### src/rtl/l2_ic_responder_if.sv
// l2_ic_responder_if: icache request/response and memory beat port bundle.
// master = icache + memory side, slave = responder.
interface l2_ic_responder_if;
  logic         irq;
  logic [27:0]  l2_addr;
  logic         l2_cache_rw;
  logic         ic_rw_en;
  logic         buf_inv;
  logic         l2_busy;
  logic         l2_rdy;
  logic [127:0] data_wd_l2;
  logic         complete;
  logic         rw_err;
  logic         mem_req;
  logic [29:0]  mem_addr;
  logic         mem_ack;
  logic [31:0]  mem_rdata;

  modport master (
    output irq, l2_addr, l2_cache_rw,
    output ic_rw_en, buf_inv,
    output mem_ack, mem_rdata,
    input  l2_busy, l2_rdy, data_wd_l2,
    input  complete, rw_err,
    input  mem_req, mem_addr
  );

  modport slave (
    input  irq, l2_addr, l2_cache_rw,
    input  ic_rw_en, buf_inv,
    input  mem_ack, mem_rdata,
    output l2_busy, l2_rdy, data_wd_l2,
    output complete, rw_err,
    output mem_req, mem_addr
  );
endinterface

### src/rtl/l2_ic_responder.sv
// l2_ic_responder: fetches a 128-bit icache refill block in four 32-bit beats.
// Define ICRESP_BLOCK_BUFFER_EN for a one-entry last-block buffer.
module l2_ic_responder (
  input  logic clk,
  input  logic rst,
  l2_ic_responder_if.slave bus
);
  typedef enum logic [1:0] {
    IDLE,
    FETCH,
    RESP,
    CMPL
  } state_t;

  state_t       state_q;
  state_t       state_d;
  logic [27:0]  blk_addr_q;
  logic [1:0]   beat_q;
  logic [127:0] fill_q;
  logic         mem_req_q;
  logic         rd_req;
  logic         last_ack;
  logic         hit;
  logic         unused_in;

  assign rd_req   = bus.irq & ~bus.l2_cache_rw;
  assign last_ack = bus.mem_ack & (beat_q == 2'd3);

`ifdef ICRESP_BLOCK_BUFFER_EN
  logic buf_vld_q;

  // blk_addr_q doubles as the tag: it only moves on a new fill
  assign hit = buf_vld_q & ~bus.buf_inv &
               (bus.l2_addr == blk_addr_q);

  always_ff @(posedge clk) begin
    if (rst)
      buf_vld_q <= 1'b0;
    else if (state_q == FETCH && last_ack)
      buf_vld_q <= 1'b1;
    else if (bus.buf_inv)
      buf_vld_q <= 1'b0;
  end

  assign unused_in = bus.ic_rw_en;
`else
  assign hit       = 1'b0;
  assign unused_in = bus.ic_rw_en ^ bus.buf_inv;
`endif

  always_ff @(posedge clk) begin
    if (rst)
      state_q <= IDLE;
    else
      state_q <= state_d;
  end

  always_comb begin
    state_d = state_q;
    unique case (state_q)
      IDLE: begin
        if (rd_req)
          state_d = hit ? RESP : FETCH;
      end
      FETCH: begin
        if (last_ack)
          state_d = RESP;
      end
      RESP:    state_d = CMPL;
      CMPL:    state_d = IDLE;
      default: state_d = IDLE;
    endcase
  end

  always_ff @(posedge clk) begin
    if (rst) begin
      blk_addr_q <= '0;
      beat_q     <= '0;
      fill_q     <= '0;
      mem_req_q  <= 1'b0;
    end else begin
      if (state_q == IDLE && rd_req) begin
        blk_addr_q <= bus.l2_addr;
        beat_q     <= '0;
        mem_req_q  <= ~hit;
      end
      // beat wraps 3->0 exactly on the last ack
      if (state_q == FETCH && bus.mem_ack) begin
        fill_q[{beat_q, 5'd0} +: 32] <= bus.mem_rdata;
        beat_q <= beat_q + 2'd1;
        if (beat_q == 2'd3)
          mem_req_q <= 1'b0;
      end
    end
  end

  assign bus.l2_busy    = (state_q != IDLE);
  assign bus.l2_rdy     = (state_q == RESP);
  assign bus.complete   = (state_q == CMPL);
  assign bus.rw_err     = (state_q == IDLE) &
                          bus.irq & bus.l2_cache_rw;
  assign bus.mem_req    = mem_req_q;
  assign bus.mem_addr   = {blk_addr_q, beat_q};
  assign bus.data_wd_l2 = fill_q;
endmodule

### src/flat_wrapper.sv
// flat-port wrapper written by rule: the top's interface ports become plain ports
module l2_ic_responder_flat 
  (clk, rst, bus_irq, bus_l2_addr, bus_l2_cache_rw, bus_ic_rw_en, bus_buf_inv, bus_mem_ack, bus_mem_rdata, bus_l2_busy, bus_l2_rdy, bus_data_wd_l2, bus_complete, bus_rw_err, bus_mem_req, bus_mem_addr);
  l2_ic_responder_if bus_i ();
  input  logic clk;
  input  logic rst;
  input wire logic [$bits(bus_i.irq)-1:0] bus_irq;
  input wire logic [$bits(bus_i.l2_addr)-1:0] bus_l2_addr;
  input wire logic [$bits(bus_i.l2_cache_rw)-1:0] bus_l2_cache_rw;
  input wire logic [$bits(bus_i.ic_rw_en)-1:0] bus_ic_rw_en;
  input wire logic [$bits(bus_i.buf_inv)-1:0] bus_buf_inv;
  input wire logic [$bits(bus_i.mem_ack)-1:0] bus_mem_ack;
  input wire logic [$bits(bus_i.mem_rdata)-1:0] bus_mem_rdata;
  output wire logic [$bits(bus_i.l2_busy)-1:0] bus_l2_busy;
  output wire logic [$bits(bus_i.l2_rdy)-1:0] bus_l2_rdy;
  output wire logic [$bits(bus_i.data_wd_l2)-1:0] bus_data_wd_l2;
  output wire logic [$bits(bus_i.complete)-1:0] bus_complete;
  output wire logic [$bits(bus_i.rw_err)-1:0] bus_rw_err;
  output wire logic [$bits(bus_i.mem_req)-1:0] bus_mem_req;
  output wire logic [$bits(bus_i.mem_addr)-1:0] bus_mem_addr;
  assign bus_i.irq = bus_irq;
  assign bus_i.l2_addr = bus_l2_addr;
  assign bus_i.l2_cache_rw = bus_l2_cache_rw;
  assign bus_i.ic_rw_en = bus_ic_rw_en;
  assign bus_i.buf_inv = bus_buf_inv;
  assign bus_i.mem_ack = bus_mem_ack;
  assign bus_i.mem_rdata = bus_mem_rdata;
  assign bus_l2_busy = bus_i.l2_busy;
  assign bus_l2_rdy = bus_i.l2_rdy;
  assign bus_data_wd_l2 = bus_i.data_wd_l2;
  assign bus_complete = bus_i.complete;
  assign bus_rw_err = bus_i.rw_err;
  assign bus_mem_req = bus_i.mem_req;
  assign bus_mem_addr = bus_i.mem_addr;
  l2_ic_responder u_core (.clk(clk), .rst(rst), .bus(bus_i));
endmodule
### config.mk
export PLATFORM = sky130hd
export DESIGN_NAME = l2_ic_responder_flat
export DESIGN_NICKNAME = d
export VERILOG_FILES = /design/src/rtl/l2_ic_responder_if.sv /design/src/rtl/l2_ic_responder.sv /design/src/flat_wrapper.sv
export SDC_FILE = /design/constraint.sdc
export NUM_CORES = 1
export LEC_CHECK = 0
export BUFFER_PORTS_ARGS = -buffer_cell sky130_fd_sc_hd__buf_2
export CAP_MARGIN = 10
export CELL_PAD_IN_SITES_DETAIL_PLACEMENT = 1
export CELL_PAD_IN_SITES_GLOBAL_PLACEMENT = 1
export CORE_ASPECT_RATIO = 2
export CORE_MARGIN = 5
export CORE_UTILIZATION = 38
export DETAILED_ROUTE_END_ITERATION = 8
export GPL_ROUTABILITY_DRIVEN = 0
export GPL_TIMING_DRIVEN = 1
export PLACE_DENSITY = 0.9
export SYNTH_ARGS = -nofsm -noshare
export SYNTH_HDL_FRONTEND = slang
export SYNTH_SLANG_ARGS = --single-unit
### constraint.sdc
create_clock -name clk -period 3 [get_ports clk]
set_input_delay 0.6 -clock clk [delete_from_list [all_inputs] [get_ports clk]]
set_output_delay 0.6 -clock clk [all_outputs]
set_load 0.02 [all_outputs]
==> metrics.md <==
| Metric | Value |
|---|---|
| Worst slew margin | `41.8%` |
| Vias | `5851` |
| Element type at the critical path end | `register` |
| Commonest non-fill, non-tap cell in the layout | `buf_2` |
| Yosys reg bits | `161` |
| CTS buffer count | `17` |
| Layout overhead on the synthesized area | `32.2%` |
| Tot GR Track Use | `24.3%` |
| Most frequent cells in the layout | `226 x buf_2, 161 x dfxtp_1, 122 x nand2_1` |
| Dpl hpwl | `between 15 and 20 mm` |
| Synth Area in Simple Gates | `21.0%` |
| Sw Share | `around a third` |
| Num rows | `64` |
| Share of layout cells above drive strength 1 | `32.6%` |
| Maximum number of pins on one net before global-route repair | `119` |
| Post-synthesis sequential area ratio | `54.4%` |
| Compound-Gate Fraction of Synth Area | `between 10% and 20%` |
| Fmax | `between 400 and 500 MHz` |
| Fin nets | `941` |
| Netlist cell types | `30` |
| Clock root buffer | `clkbuf_16` |
| Number of global-route vias before repair | `6219` |
| Port bufs | `227` |
| Core Box Area | `15300 um2` |
| Final Hold Viols | `0` |
| Worst Hold Class | `in2reg` |
| Async set-reset flop share out of synthesis | `0%` |
| Design area | `around 7800 um2` |
| PostCTS Resize Cnt | `0` |
| H-tree Lvls | `4` |
| Post-synthesis adder-cell area fraction | `2.11%` |
| Clock Power Share | `38.3%` |
| Fin. max-slew vios | `0` |
| WP data required | `3370 ps` |
| CTS Hold Bufs | `0` |
| Final setup viols | `0` |
| Starting density of the core | `slightly below 40%` |
| Post-synth top area share | `54.4%` |
| Initial antenna violation count | `1` |
| Lkg Pwr | `between 3 and 4 nW` |
| DR vias/cell | `5.44` |
| Mapped Nets | `734` |
| Largest stage delay, worst path | `620 ps` |
| Yosys top cell by area | `dfxtp_1` |
| Crit Path Category | `reg2reg` |
| Clock Tree Buf Depth | `2` |
| Dpl cells | `1043` |
| Crit path cell chain | `inv_1 -> ha_1 -> and2_1 -> nor4b_4 -> buf_4 -> a22o_1` |
| Met1 usage | `approximately a quarter` |
| First-pass GRT wire length | `roughly 35 mm` |
| First drt pass iteration count | `4` |
| YS warnings | `0` |
| GRT met2 Usage | `43.5%` |
| Starting DRT DRC Count | `256` |
| Mux share of post-synthesis cell area | `less than 1%` |
| Number of remaining DRC errors | `0` |
| P_int | `3.68 mW` |
| Largest family of logic cells by synthesized area | `simple AND/OR/NAND/NOR gates` |
| Cells after synthesis | `between 600 and 700` |
| XOR/XNOR Fraction of Synth Area | `0%` |
| Die height | `187 um` |
| Finished Layout Cells | `between 1000 and 1500` |
| CTS tree | `done` |
| Setup TNS Final | `0 ps` |
| VDD IR max | `480 uV` |
| Routing usage on met3 | `approximately 5.5%` |
| Synth Flop Type | `dfxtp_1` |
| RSZ-0062 raised after global routing | `false` |
| Slew @ Worst Pin | `870 ps` |
| Synth Cell Area | `between 5000 and 6000 um2` |
| Worst-path clk slew | `70 ps` |
| Comb pwr share | `a little under a fifth` |
| Width of the die | `98.3 um` |
| CTS sink cnt | `161` |
| Total wire length | `22.3 mm` |
| Number of setup buffers added after CTS | `0` |
| Crit path max fanout | `10` |
| Outcome | `finished, final reports clean` |
| I/O Pins | `230` |
| # Max-Cap Violations | `0` |
| Share of power burned in registers | `42.9%` |
| Tmin final | `2430 ps` |
| Clk_lat worst skew | `about 430 ps` |
| Die footprint | `18400 um2` |
| Final worst-path cycle share | `around 80%` |
| CP Launch Type | `register` |
| Layer carrying the most global-route usage | `met2` |
| Final Skew | `8.35 ps` |
| Net Sw Power | `1.74 mW` |
| Fill cells | `1883` |
| Placement-stage cell area | `about 7300 um2` |
| Drt wl/cell | `20.7 um` |
| Min Hold Slack | `402 ps` |
| Syn Area/Cell | `9.02 um2` |
| Final ANT Viol Nets | `0` |
| Post-synth EDFFs | `0` |
| GR Overflow Total | `0` |
| Area contributors post-synth | `dfxtp_1 54%, nand2_1 7.7%, a32oi_1 6.8%` |
| Worst path slowest cell | `dfxtp_1` |
| Worst EP arrival | `between 2000 and 3000 ps` |
| Power per cell area | `approximately 690 nW/um2` |
## power groups by stage
stage / clock (mW) / combinational [mW] / sequential, mW
2_1_floorplan: 0 / 0.490 / 2.48
3_3_place_gp: 0 / 0.989 / 2.36
3_5_place_dp: 0 / 1.02 / 2.37
4_1_cts: 2.13 / 1.03 / 2.32
5_1_grt: 2.21 / 1.10 / 2.34
6_report: 2.07 / 1.02 / 2.32
## critical path: cells and delay by family (launching register included)
kind | cells | cell delay [ps]
AO/OA/AOI/OAI | 1 | 170
adder cells (fa/ha/maj) | 1 | 510
flip-flops | 1 | 620
AND/OR/NAND/NOR | 2 | 640
buffers and inverters | 2 | 430
## final cells by class
class | count | area, um2 | share of cell area [%]
tap | 198 | 248 | 3.16
clock inverter | 14 | 118 | 1.50
clock buffer | 18 | 439 | 5.60
inverter | 6 | 22.5 | 0.287
multi-input combinational | 431 | 2480 | 31.7
sequential | 161 | 3220 | 41.1
timing repair buffer | 247 | 1300 | 16.6
antenna | 1 | 2.50 | 0.0319
## cells in the mapped netlist, types with 2 or more instances
cell,number
nor4b_2,2
nor4b_4,2
buf_2,5
nand2_1,122
nor2_1,47
and3_1,3
inv_1,6
nand3_1,38
a22o_1,20
o21ai_0,29
clkbuf_1,53
nand3b_1,31
and2_1,2
a32oi_1,46
ha_1,10
mux2i_1,2
a21oi_1,63
nand2b_1,4
dfxtp_1,161
## registers in the layout (all words and copies together), names as in the netlist
| signal | cells |
|---|---|
| u_core.blk_addr_q | 28 |
| u_core.state_q | 2 |
| u_core.beat_q | 2 |
| u_core.bus.data_wd_l2 | 128 |
| u_core.bus.mem_req | 1 |
## through the flow
stage | setup slack [ps] | utilization, % | total power, mW
final | 567 | 51.2 | 5.42
after global routing | 391 | 51.2 | 5.65
after CTS | 556 | 51.2 | 5.48
after detailed placement | 620 | 47.6 | 3.39
after global placement | 725 | 47.6 | 3.35
after floorplan | 872 | - | 2.97
## logic make-up (layout without fill, tap and decap cells)
group           Yosys count  count (layout)
buf+inv                  65             285
flops                   161             161
other cells               0               1
compound gates          162             162
simple gates            257             257
mux                       2               2
fa+ha+maj                10              10
## metal layers
| metal | wire length [um] | up-vias |
|---|---|---|
| met5 | 0 | - |
| met4 | 1480 | 0 |
| met3 | 1190 | 70 |
| met2 | 11900 | 230 |
| met1 | 7770 | 2841 |
| li1 | - | 2710 |
## path summary, 6_finish.rpt
check                                         start                                      to  slack [ps]  cells past startpoint
min                                 bus_l2_addr[22]      u_core.blk_addr_q[22]$_SDFFE_PP0P_         400                      3
min reg2reg  u_core.bus.data_wd_l2[64]$_SDFFE_PP0P_  u_core.bus.data_wd_l2[64]$_SDFFE_PP0P_         450                      2
max reg2reg           u_core.beat_q[0]$_SDFFE_PP0P_  u_core.bus.data_wd_l2[46]$_SDFFE_PP0P_         570                      6
max                   u_core.beat_q[0]$_SDFFE_PP0P_  u_core.bus.data_wd_l2[46]$_SDFFE_PP0P_         570                      6
(Power assumes the default switching activity.)
